$ cat src/rtl/muldiv_sched.sv
// muldiv_sched: two-slot MUL/DIV/HI-LO scheduler that shares one multiplier and one divider
// Ports: clk; rst (async, active-low); en1/en2, op1/op2, a1/b1/a2/b2 slot requests held in E;
//   flush_masterE/flush_slaveE/flush_exceptionM flushes; ex_advance E-stage advance;
//   mul_start/div_start/mul_sign/div_sign/md_abort/md_a/md_b and mul_ready/div_ready/mul_res/div_res
//   handshake with the shared units; hilo_q current HI:LO, hilo_we/hilo_wdata bundle write-back;
//   mul_lo MUL GPR result; stallE holds E while the bundle executes.
// Build option: define MULDIV_DUAL_EN to service slot2; otherwise en2 is ignored.
module muldiv_sched (
  input  logic        clk,
  input  logic        rst,
  input  logic        en1,
  input  logic        en2,
  input  logic [7:0]  op1,
  input  logic [7:0]  op2,
  input  logic [31:0] a1,
  input  logic [31:0] b1,
  input  logic [31:0] a2,
  input  logic [31:0] b2,
  input  logic        flush_masterE,
  input  logic        flush_slaveE,
  input  logic        flush_exceptionM,
  input  logic        ex_advance,
  input  logic        mul_ready,
  input  logic        div_ready,
  input  logic [63:0] mul_res,
  input  logic [63:0] div_res,
  input  logic [63:0] hilo_q,
  output logic        mul_start,
  output logic        div_start,
  output logic        mul_sign,
  output logic        div_sign,
  output logic        md_abort,
  output logic [31:0] md_a,
  output logic [31:0] md_b,
  output logic        hilo_we,
  output logic [63:0] hilo_wdata,
  output logic [31:0] mul_lo,
  output logic        stallE
);
  localparam logic [7:0] OP_MULT = 8'h18, OP_MULTU = 8'h19, OP_DIV = 8'h1a, OP_DIVU = 8'h1b,
                         OP_MTHI = 8'h11, OP_MTLO = 8'h13, OP_MUL = 8'h42, OP_MADD = 8'h40,
                         OP_MADDU = 8'h41, OP_MSUB = 8'h44, OP_MSUBU = 8'h45;
  typedef enum logic [1:0] {IDLE, RUN1, RUN2, DONE} state_t;
  state_t state, state_n;
  logic [63:0] acc, acc_n, base, res;
  logic [31:0] a, b, mul_lo_n;
  logic [7:0] op;
  logic wrote, wrote_n, pend2, pend2_n, en2_v, run, s2;
  logic is_mul, is_div, is_mt, sgn, fin, keep, wr_acc;
`ifdef MULDIV_DUAL_EN
  assign en2_v = en2;
  // slot2 chains on slot1's result when slot1 produced one
  assign base  = wrote ? acc : hilo_q;
`else
  assign en2_v = 1'b0 & en2;
  assign base  = hilo_q;
`endif
  assign run    = state == RUN1 || state == RUN2;
  assign s2     = state == RUN2;
  assign op     = s2 ? op2 : op1;
  assign a      = s2 ? a2 : a1;
  assign b      = s2 ? b2 : b1;
  assign is_mul = op inside {OP_MULT, OP_MULTU, OP_MUL, OP_MADD, OP_MADDU, OP_MSUB, OP_MSUBU};
  assign is_div = op inside {OP_DIV, OP_DIVU};
  assign is_mt  = op inside {OP_MTHI, OP_MTLO};
  assign sgn    = op inside {OP_MULT, OP_MUL, OP_MADD, OP_MSUB, OP_DIV};
  assign fin    = run && (is_mul ? mul_ready : is_div ? div_ready : 1'b1);
  // a result is kept only if its slot survives this cycle's flushes
  assign keep   = fin && !flush_masterE && !(s2 && flush_slaveE);
  assign wr_acc = (is_mul && op != OP_MUL) || is_div || is_mt;
  assign res    = op == OP_MTHI ? {a, base[31:0]} :
                  op == OP_MTLO ? {base[63:32], a} :
                  op inside {OP_MADD, OP_MADDU} ? base + mul_res :
                  op inside {OP_MSUB, OP_MSUBU} ? base - mul_res :
                  is_div ? div_res : mul_res;
  always_comb begin
    state_n  = state;
    acc_n    = keep && wr_acc ? res : acc;
    wrote_n  = wrote || (keep && wr_acc);
    mul_lo_n = keep && op == OP_MUL ? mul_res[31:0] : mul_lo;
    pend2_n  = pend2 && !flush_slaveE;
    case (state)
      IDLE: begin
        state_n = en1 ? RUN1 : (en2_v && !flush_slaveE) ? RUN2 : IDLE;
        wrote_n = 1'b0;
        pend2_n = en2_v && !flush_slaveE;
      end
      RUN1:    state_n = fin ? (pend2_n ? RUN2 : DONE) : RUN1;
      RUN2:    state_n = (fin || flush_slaveE) ? DONE : RUN2;
      DONE:    state_n = ex_advance ? IDLE : DONE;
      default: state_n = IDLE;
    endcase
    if (flush_masterE) begin
      state_n = IDLE;
      wrote_n = 1'b0;
    end
  end
  always_ff @(posedge clk or negedge rst) begin
    if (!rst) begin
      state  <= IDLE;
      acc    <= '0;
      wrote  <= 1'b0;
      pend2  <= 1'b0;
      mul_lo <= '0;
    end else begin
      state  <= state_n;
      acc    <= acc_n;
      wrote  <= wrote_n;
      pend2  <= pend2_n;
      mul_lo <= mul_lo_n;
    end
  end
  assign mul_start  = run && is_mul;
  assign div_start  = run && is_div;
  assign mul_sign   = mul_start && sgn;
  assign div_sign   = div_start && sgn;
  assign md_abort   = run && (is_mul || is_div) && (flush_masterE || (s2 && flush_slaveE));
  assign md_a       = run ? a : '0;
  assign md_b       = run ? b : '0;
  // reset gates stallE because IDLE alone would still raise it while a request is pending
  assign stallE     = rst && (run || (state == IDLE && (en1 || en2_v)));
  assign hilo_we    = state == DONE && ex_advance && wrote && !flush_exceptionM && !flush_masterE;
  assign hilo_wdata = hilo_we ? acc : '0;
endmodule
$ cat config.mk
export PLATFORM = sky130hd
export DESIGN_NAME = muldiv_sched
export DESIGN_NICKNAME = d
export VERILOG_FILES = /design/src/rtl/muldiv_sched.sv
export SDC_FILE = /design/constraint.sdc
export NUM_CORES = 1
export LEC_CHECK = 0
export CAP_MARGIN = 10
export CORE_ASPECT_RATIO = 1.4
export CORE_MARGIN = 1
export CORE_UTILIZATION = 39
export DETAILED_ROUTE_END_ITERATION = 16
export PLACE_DENSITY = 0.67
export SYNTH_ARGS = -nofsm -noshare
export SYNTH_HDL_FRONTEND = slang
export SYNTH_SLANG_ARGS = --single-unit
$ cat constraint.sdc
create_clock -name clk -period 5.9 [get_ports clk]
set_clock_uncertainty 0.1 [all_clocks]
set_input_delay 0.59 -clock clk [delete_from_list [all_inputs] [get_ports clk]]
set_output_delay 0.59 -clock clk [all_outputs]
set_load 0.005 [all_outputs]
==> results.toml, run 1 <==
[outcome]
status = "finished, final reports clean"

[synth]
synth_largest_area_cell = "dfrtp_1"
yosysTopAreaCellShare = 0.154
yosysUniqueCellTypes = 77
ys_ff_latch = 100
syn_nets = 2854
synth_seq_area_share = 0.154
synth-async-reset-ratio = 1.00
syn_area_per_cell_um2 = 6.86
yosysWarnings = 0
netlist_area_um2 = 16300
synthTopCellsByArea = "dfrtp_1, ha_1, a21oi_1"
synth_cells = 2376
synth-main-ff-cell = "dfrtp_1"
synth_edf_count = 0

[clocking]
cts_tree = "yes"
cts_resized = 0
clk_path_buf_depth = 2
post_cts_buffers = 0
ctsHoldBuffers = 0
insertion_delay_ns = 0.41
path_clk_slew_ns = 0.10
cts_buffers = 9
cts_sinks = 100
htree_levels = 3
ctsRootBufferMaster = "clkbuf_16"

[route]
vias = 21100
drc = 0
via_per_inst = 6.31
dr.pass1.iters = 6
antenna_left = 0
first_iter_violations = 1949
drt-total-wl_mm = 94.4
routedWlPerCell_um = 28.3

[floorplan]
initial_core_util = 0.396
die_h_um = 244
die_area_um2 = 42600
die_x_um = 175
fp.coreArea_um2 = 41200
rows = 88
io_pins = 513

[place]
place_hpwl_mm = 76.0
place_congestion = 1.03
placed_cells = 3314
pre_cts_slack_ns = 0.607
io_buffers = 511

[global_routing]
grt_overflow = 0
grt_start_max_net_pins = 72
grt_pass1_vias = 20200
grt_pass1_wl_mm = 134
antenna_found_initial = 9
grt.total_usage = 0.427

[pwr]
p_int_mw = 1.85
comb_power_share = 0.516
netSwitchingPower_mw = 1.41
totalPowerFinal_mw = 3.26
p_per_area_nw_per_um2 = 147
power_frac_seq = 0.253
p_clk_frac = 0.231
p_sw_frac = 0.432
peakVddDrop_v = 0.000111
leakage_nw = 8.81

[timing]
rsz0062_at_grt = "no"
min_period_over_period = 0.835
worst-slew-pin-transition_ns = 1.34
slew_headroom = 0.0799
setup_slack_ns = 0.973
timing_hold_violations_final = 0
finalSetupViolations = 0
finalCriticalPeriod_ns = 4.93
final-max-slew-violation-count = 0
fmax_mhz = 203
tns_ns = 0

[setup_path]
cp.required_ns = 6.15
rr_worst_depth = 11
critical_path.endpoint_type = "register"
crit_path_start_kind = "primary input"
path_max_fanout = 5
critical_path_class = "primary input to register"
cp.arrival_ns = 5.18

[cells_and_area]
layout.nets = 3263
final_cells = 3337
layout_common_cells = "clkdlybuf4s50_1, nand2_1, a21oi_1"
syn2layout_area_growth_pct = 36.6
layout_commonest_cell = "clkdlybuf4s50_1"
drive_gt1_frac = 0.0419
nFillCells = 4056
finish.utilization = 0.541

[min_path]
hp-class = "primary input to asynchronous set/reset pin"

[flow_run]
cap_violations = 0
==> critical path: stages <==
cell and delay (ns):
clkdlybuf4s50_1 0.53, inv_1 0.07, ha_1 0.30, nor4_1 0.77, nand3_1 0.35, or4_1 0.58
o32ai_1 0.51, a21oi_1 0.18, buf_4 0.20, o21ai_0 0.35, o22ai_1 0.15, or4b_1 0.49
nand3_1 0.10
==> flip-flops by register name, indices dropped and copies added (netlist names) <==
signal  cells
pend2       1
state       2
mul_lo     32
wrote       1
acc        64
==> area by class of cell <==
type | instances | area (um^2) | share of cell area
Multi-Input combinational cell | 1982 | 12700 | 0.572
Timing Repair Buffer | 568 | 5540 | 0.249
Sequential cell | 100 | 2500 | 0.112
Tap cell | 540 | 676 | 0.0304
Inverter | 124 | 465 | 0.0209
Clock buffer | 9 | 225 | 0.0101
Clock inverter | 7 | 106 | 0.00478
Antenna cell | 7 | 17.5 | 0.000787
==> synthesized netlist by cell type, types with 14 or more instances <==
master,instances
a2111oi_0,19
a211oi_1,27
a21o_1,27
a21oi_1,224
a221oi_1,17
a31oi_1,41
and2_1,77
buf_1,22
buf_2,17
clkbuf_1,129
dfrtp_1,100
ha_1,130
inv_1,124
mux2i_1,93
nand2_1,284
nand2b_1,14
nand3_1,50
nand4_1,33
nor2_1,190
nor2b_1,95
nor3_1,39
nor4_1,19
o211ai_1,31
o21a_1,18
o21ai_0,199
o21bai_1,27
o22ai_1,20
o31ai_1,45
or3_1,25
xnor2_1,47
==> power groups by stage <==
stage	registers (mW)	clock network (mW)	logic [mW]
after detailed placement	0.838	0	1.63
after CTS	0.824	0.758	1.64
after global placement	0.834	0	1.62
final	0.825	0.755	1.68
after floorplan	0.810	0	0.889
after global routing	0.833	0.768	1.79
==> cells by family after synthesis <==
kind of cell	Yosys count	share of synthesized area
fa+ha+maj	132	0.102
flops	100	0.154
buf+inv	294	0.0697
xor+xnor	56	0.0301
mux	100	0.0629
simple gates	888	0.266
compound gates	806	0.316
==> per-stage QoR <==
step                      hold WS (ns)  area (um^2)
after floorplan                  0.194        16300
after global routing             0.168        22300
after global placement           0.355        21900
final                            0.125        22300
after CTS                        0.136        22200
after detailed placement         0.360        21900
==> routing by layer <==
layer / part of all wire / GRT usage / wire (um)
met1: 0.38 / 0.507 / 35700
met5: 0.000095 / 0 / 9
met3: 0.080 / 0.0593 / 7510
met4: 0.085 / 0.326 / 8010
met2: 0.46 / 0.694 / 43100
==> path summary, 6_finish.rpt <==
kind,startpoint,to,slack [ns]
min in group clk,acc[17]$_DFFE_PN0P_,acc[17]$_DFFE_PN0P_,0.38
max in group asynchronous,rst,acc[40]$_DFFE_PN0P_,4.15
min,rst,acc[33]$_DFFE_PN0P_,0.12
max reg2reg,state[0]$_DFF_PN0_,acc[49]$_DFFE_PN0P_,1.19
max,mul_res[25],acc[63]$_DFFE_PN0P_,0.97
min reg2reg,acc[17]$_DFFE_PN0P_,acc[17]$_DFFE_PN0P_,0.38
No activity file was read; power rests on OpenSTA's default activity.
==> run 2, diff against run 1 <==
Settings changed: PLACE_DENSITY 0.67 to 0.7.
Clock period 5.9 ns to 4.35 ns, I/O delays scaled along.
==> run 2 against run 1 <==
  * Critical endpoint is now acc[60]$_DFFE_PN0P_
  * Highest routed layer unchanged
  * Count of clock-buffer cells in the layout rose by 1
  * Power increased by 47%
  * Register-to-register slack worse by 0.99 ns
  * Largest power group unchanged
  * Via count is 6.6% higher
==> results.toml, run 2 (synthesis results as in run 1) <==
[floorplan]
die_h_um = 244
rows = 88
initial_core_util = 0.396
die_area_um2 = 42600
io_pins = 513
fp.coreArea_um2 = 41200
die_x_um = 175

[pwr]
p_clk_frac = 0.220
power_frac_seq = 0.234
p_sw_frac = 0.414
p_per_area_nw_per_um2 = 196
peakVddDrop_v = 0.000168
totalPowerFinal_mw = 4.78
leakage_nw = 10.2
comb_power_share = 0.546
p_int_mw = 2.80
netSwitchingPower_mw = 1.98

[cells_and_area]
largestRegisters = "acc x64, mul_lo x32, state x2"
final_cells = 3607
finish.utilization = 0.593
max_flop_register = "acc"
finish.instance_area_um2 = 24400
layout_commonest_cell = "clkdlybuf4s50_1"
syn2layout_area_growth_pct = 49.8
largest_reg_flops = 64
layout_common_cells = "clkdlybuf4s50_1, buf_4, nand2_1"
drive_gt1_frac = 0.127
nFillCells = 3867
layout.nets = 3537

[route]
first_iter_violations = 2450
dr.pass1.iters = 6
drt-total-wl_mm = 99.9
vias = 22400
drc = 0
routedWlPerCell_um = 27.7
antenna_left = 0
via_per_inst = 6.22

[min_path]
hp-class = "register to register"

[global_routing]
grt_pass1_vias = 21900
grt_overflow = 0
grt_pass1_wl_mm = 143
met1_usage = 0.519
antenna_found_initial = 4
grt_use_met3 = 0.0904
busiest_layer = "met2"
grt.total_usage = 0.455
grt_start_max_net_pins = 76
grtUsageMet2 = 0.742

[clocking]
clk_path_buf_depth = 2
cts_tree = "yes"
ctsRootBufferMaster = "clkbuf_16"
post_cts_buffers = 0
insertion_delay_ns = 0.39
cts_sinks = 100
path_clk_slew_ns = 0.10
htree_levels = 3
cts_buffers = 9

[timing]
finalSetupViolations = 0
rsz0062_at_grt = "no"
timing_hold_violations_final = 0
fmax_mhz = 233
worst-slew-pin-transition_ns = 1.01
slew_headroom = 0.308
setup_slack_ns = 0.0657
finalCriticalPeriod_ns = 4.28
min_period_over_period = 0.985
final-max-slew-violation-count = 0

[place]
placed_area_um2 = 24000
pre_cts_slack_ns = -0.232
io_buffers = 511
place_hpwl_mm = 79.9
place_congestion = 1.03
placed_cells = 3587

[outcome]
status = "finished, final reports clean"

[flow_run]
cap_violations = 0

[setup_path]
critical_path_class = "primary input to register"
cp-endpoint = "acc[60]$_DFFE_PN0P_"
regToRegEndpoint = "acc[41]$_DFFE_PN0P_"
timing.rr.start = "state[0]$_DFF_PN0_"
critical_path.endpoint_type = "register"
cp.required_ns = 4.56
path_max_fanout = 9
crit_path_start_kind = "primary input"
reg2reg_slack_ns = 0.20
crit_path_start = "mul_res[25]"
cp.arrival_ns = 4.50
rr_worst_depth = 11
==> run 2: worst min-delay path by stage <==
stage / start / end / slack, ns / cells after the start
after floorplan: rst / acc[0]$_DFFE_PN0P_ / 0.04 / 0
after global placement: rst / mul_lo[23]$_DFFE_PN0P_ / 0.30 / 1
after detailed placement: rst / mul_lo[23]$_DFFE_PN0P_ / 0.31 / 1
after CTS: acc[40]$_DFFE_PN0P_ / acc[40]$_DFFE_PN0P_ / 0.38 / 2
after global routing: acc[10]$_DFFE_PN0P_ / acc[10]$_DFFE_PN0P_ / 0.41 / 2
final: acc[40]$_DFFE_PN0P_ / acc[40]$_DFFE_PN0P_ / 0.38 / 2
==> run 2: critical path, stage by stage <==
cell and delay, ns:
clkdlybuf4s50_1 0.51, inv_1 0.07, ha_1 0.30, buf_4 0.12
buf_4 0.16, nor2b_1 0.09, o211ai_1 0.29, a21oi_1 0.16
a2111oi_0 0.85, buf_4 0.24, nand3_1 0.11, a221oi_1 0.33
buf_4 0.20, o31a_1 0.16, nor3_1 0.05, nand3b_1 0.18
a211oi_1 0.24
==> run 2: stage by stage <==
step | hold slack [ns] | setup TNS [ns]
after CTS | 0.381 | 0
after global placement | 0.299 | -1.67
after floorplan | 0.0394 | 0
after detailed placement | 0.305 | -1.58
final | 0.379 | 0
after global routing | 0.412 | 0
==> run 2: power groups by stage <==
stage	clock [mW]	sequential, mW	combinational (mW)
4_1_cts	1.05	1.12	2.54
3_5_place_dp	0	1.13	2.52
5_1_grt	1.08	1.13	2.76
3_3_place_gp	0	1.13	2.50
6_report	1.05	1.12	2.61
2_1_floorplan	0	1.10	1.21
==> run 2: area by class of cell <==
cell class                 instances  area, um^2  share of cell area
antenna                            4        10.0            0.000410
clock buffer                      10         239             0.00979
clock inverter                     5         108             0.00441
inverter                         124         465              0.0191
multi-input combinational       1982       12700               0.521
sequential                       100        2500               0.102
tap                              540         676              0.0277
timing repair buffer             842        7690               0.315
==> run 2: what timing repair did <==
action	4_1_cts	5_1_grt
setup endpoints to repair	0	2
gates resized for setup	0	2
endpoints found under the hold margin	23	0
hold buffers	1	0
==> run 2: per-layer routing <==
| metal | routed length, um | vias up |
|---|---|---|
| met2 | 45700 | 1484 |
| met4 | 9130 | 2 |
| li1 | - | 9944 |
| met3 | 8900 | 395 |
| met1 | 36100 | 10600 |
| met5 | 17 | - |
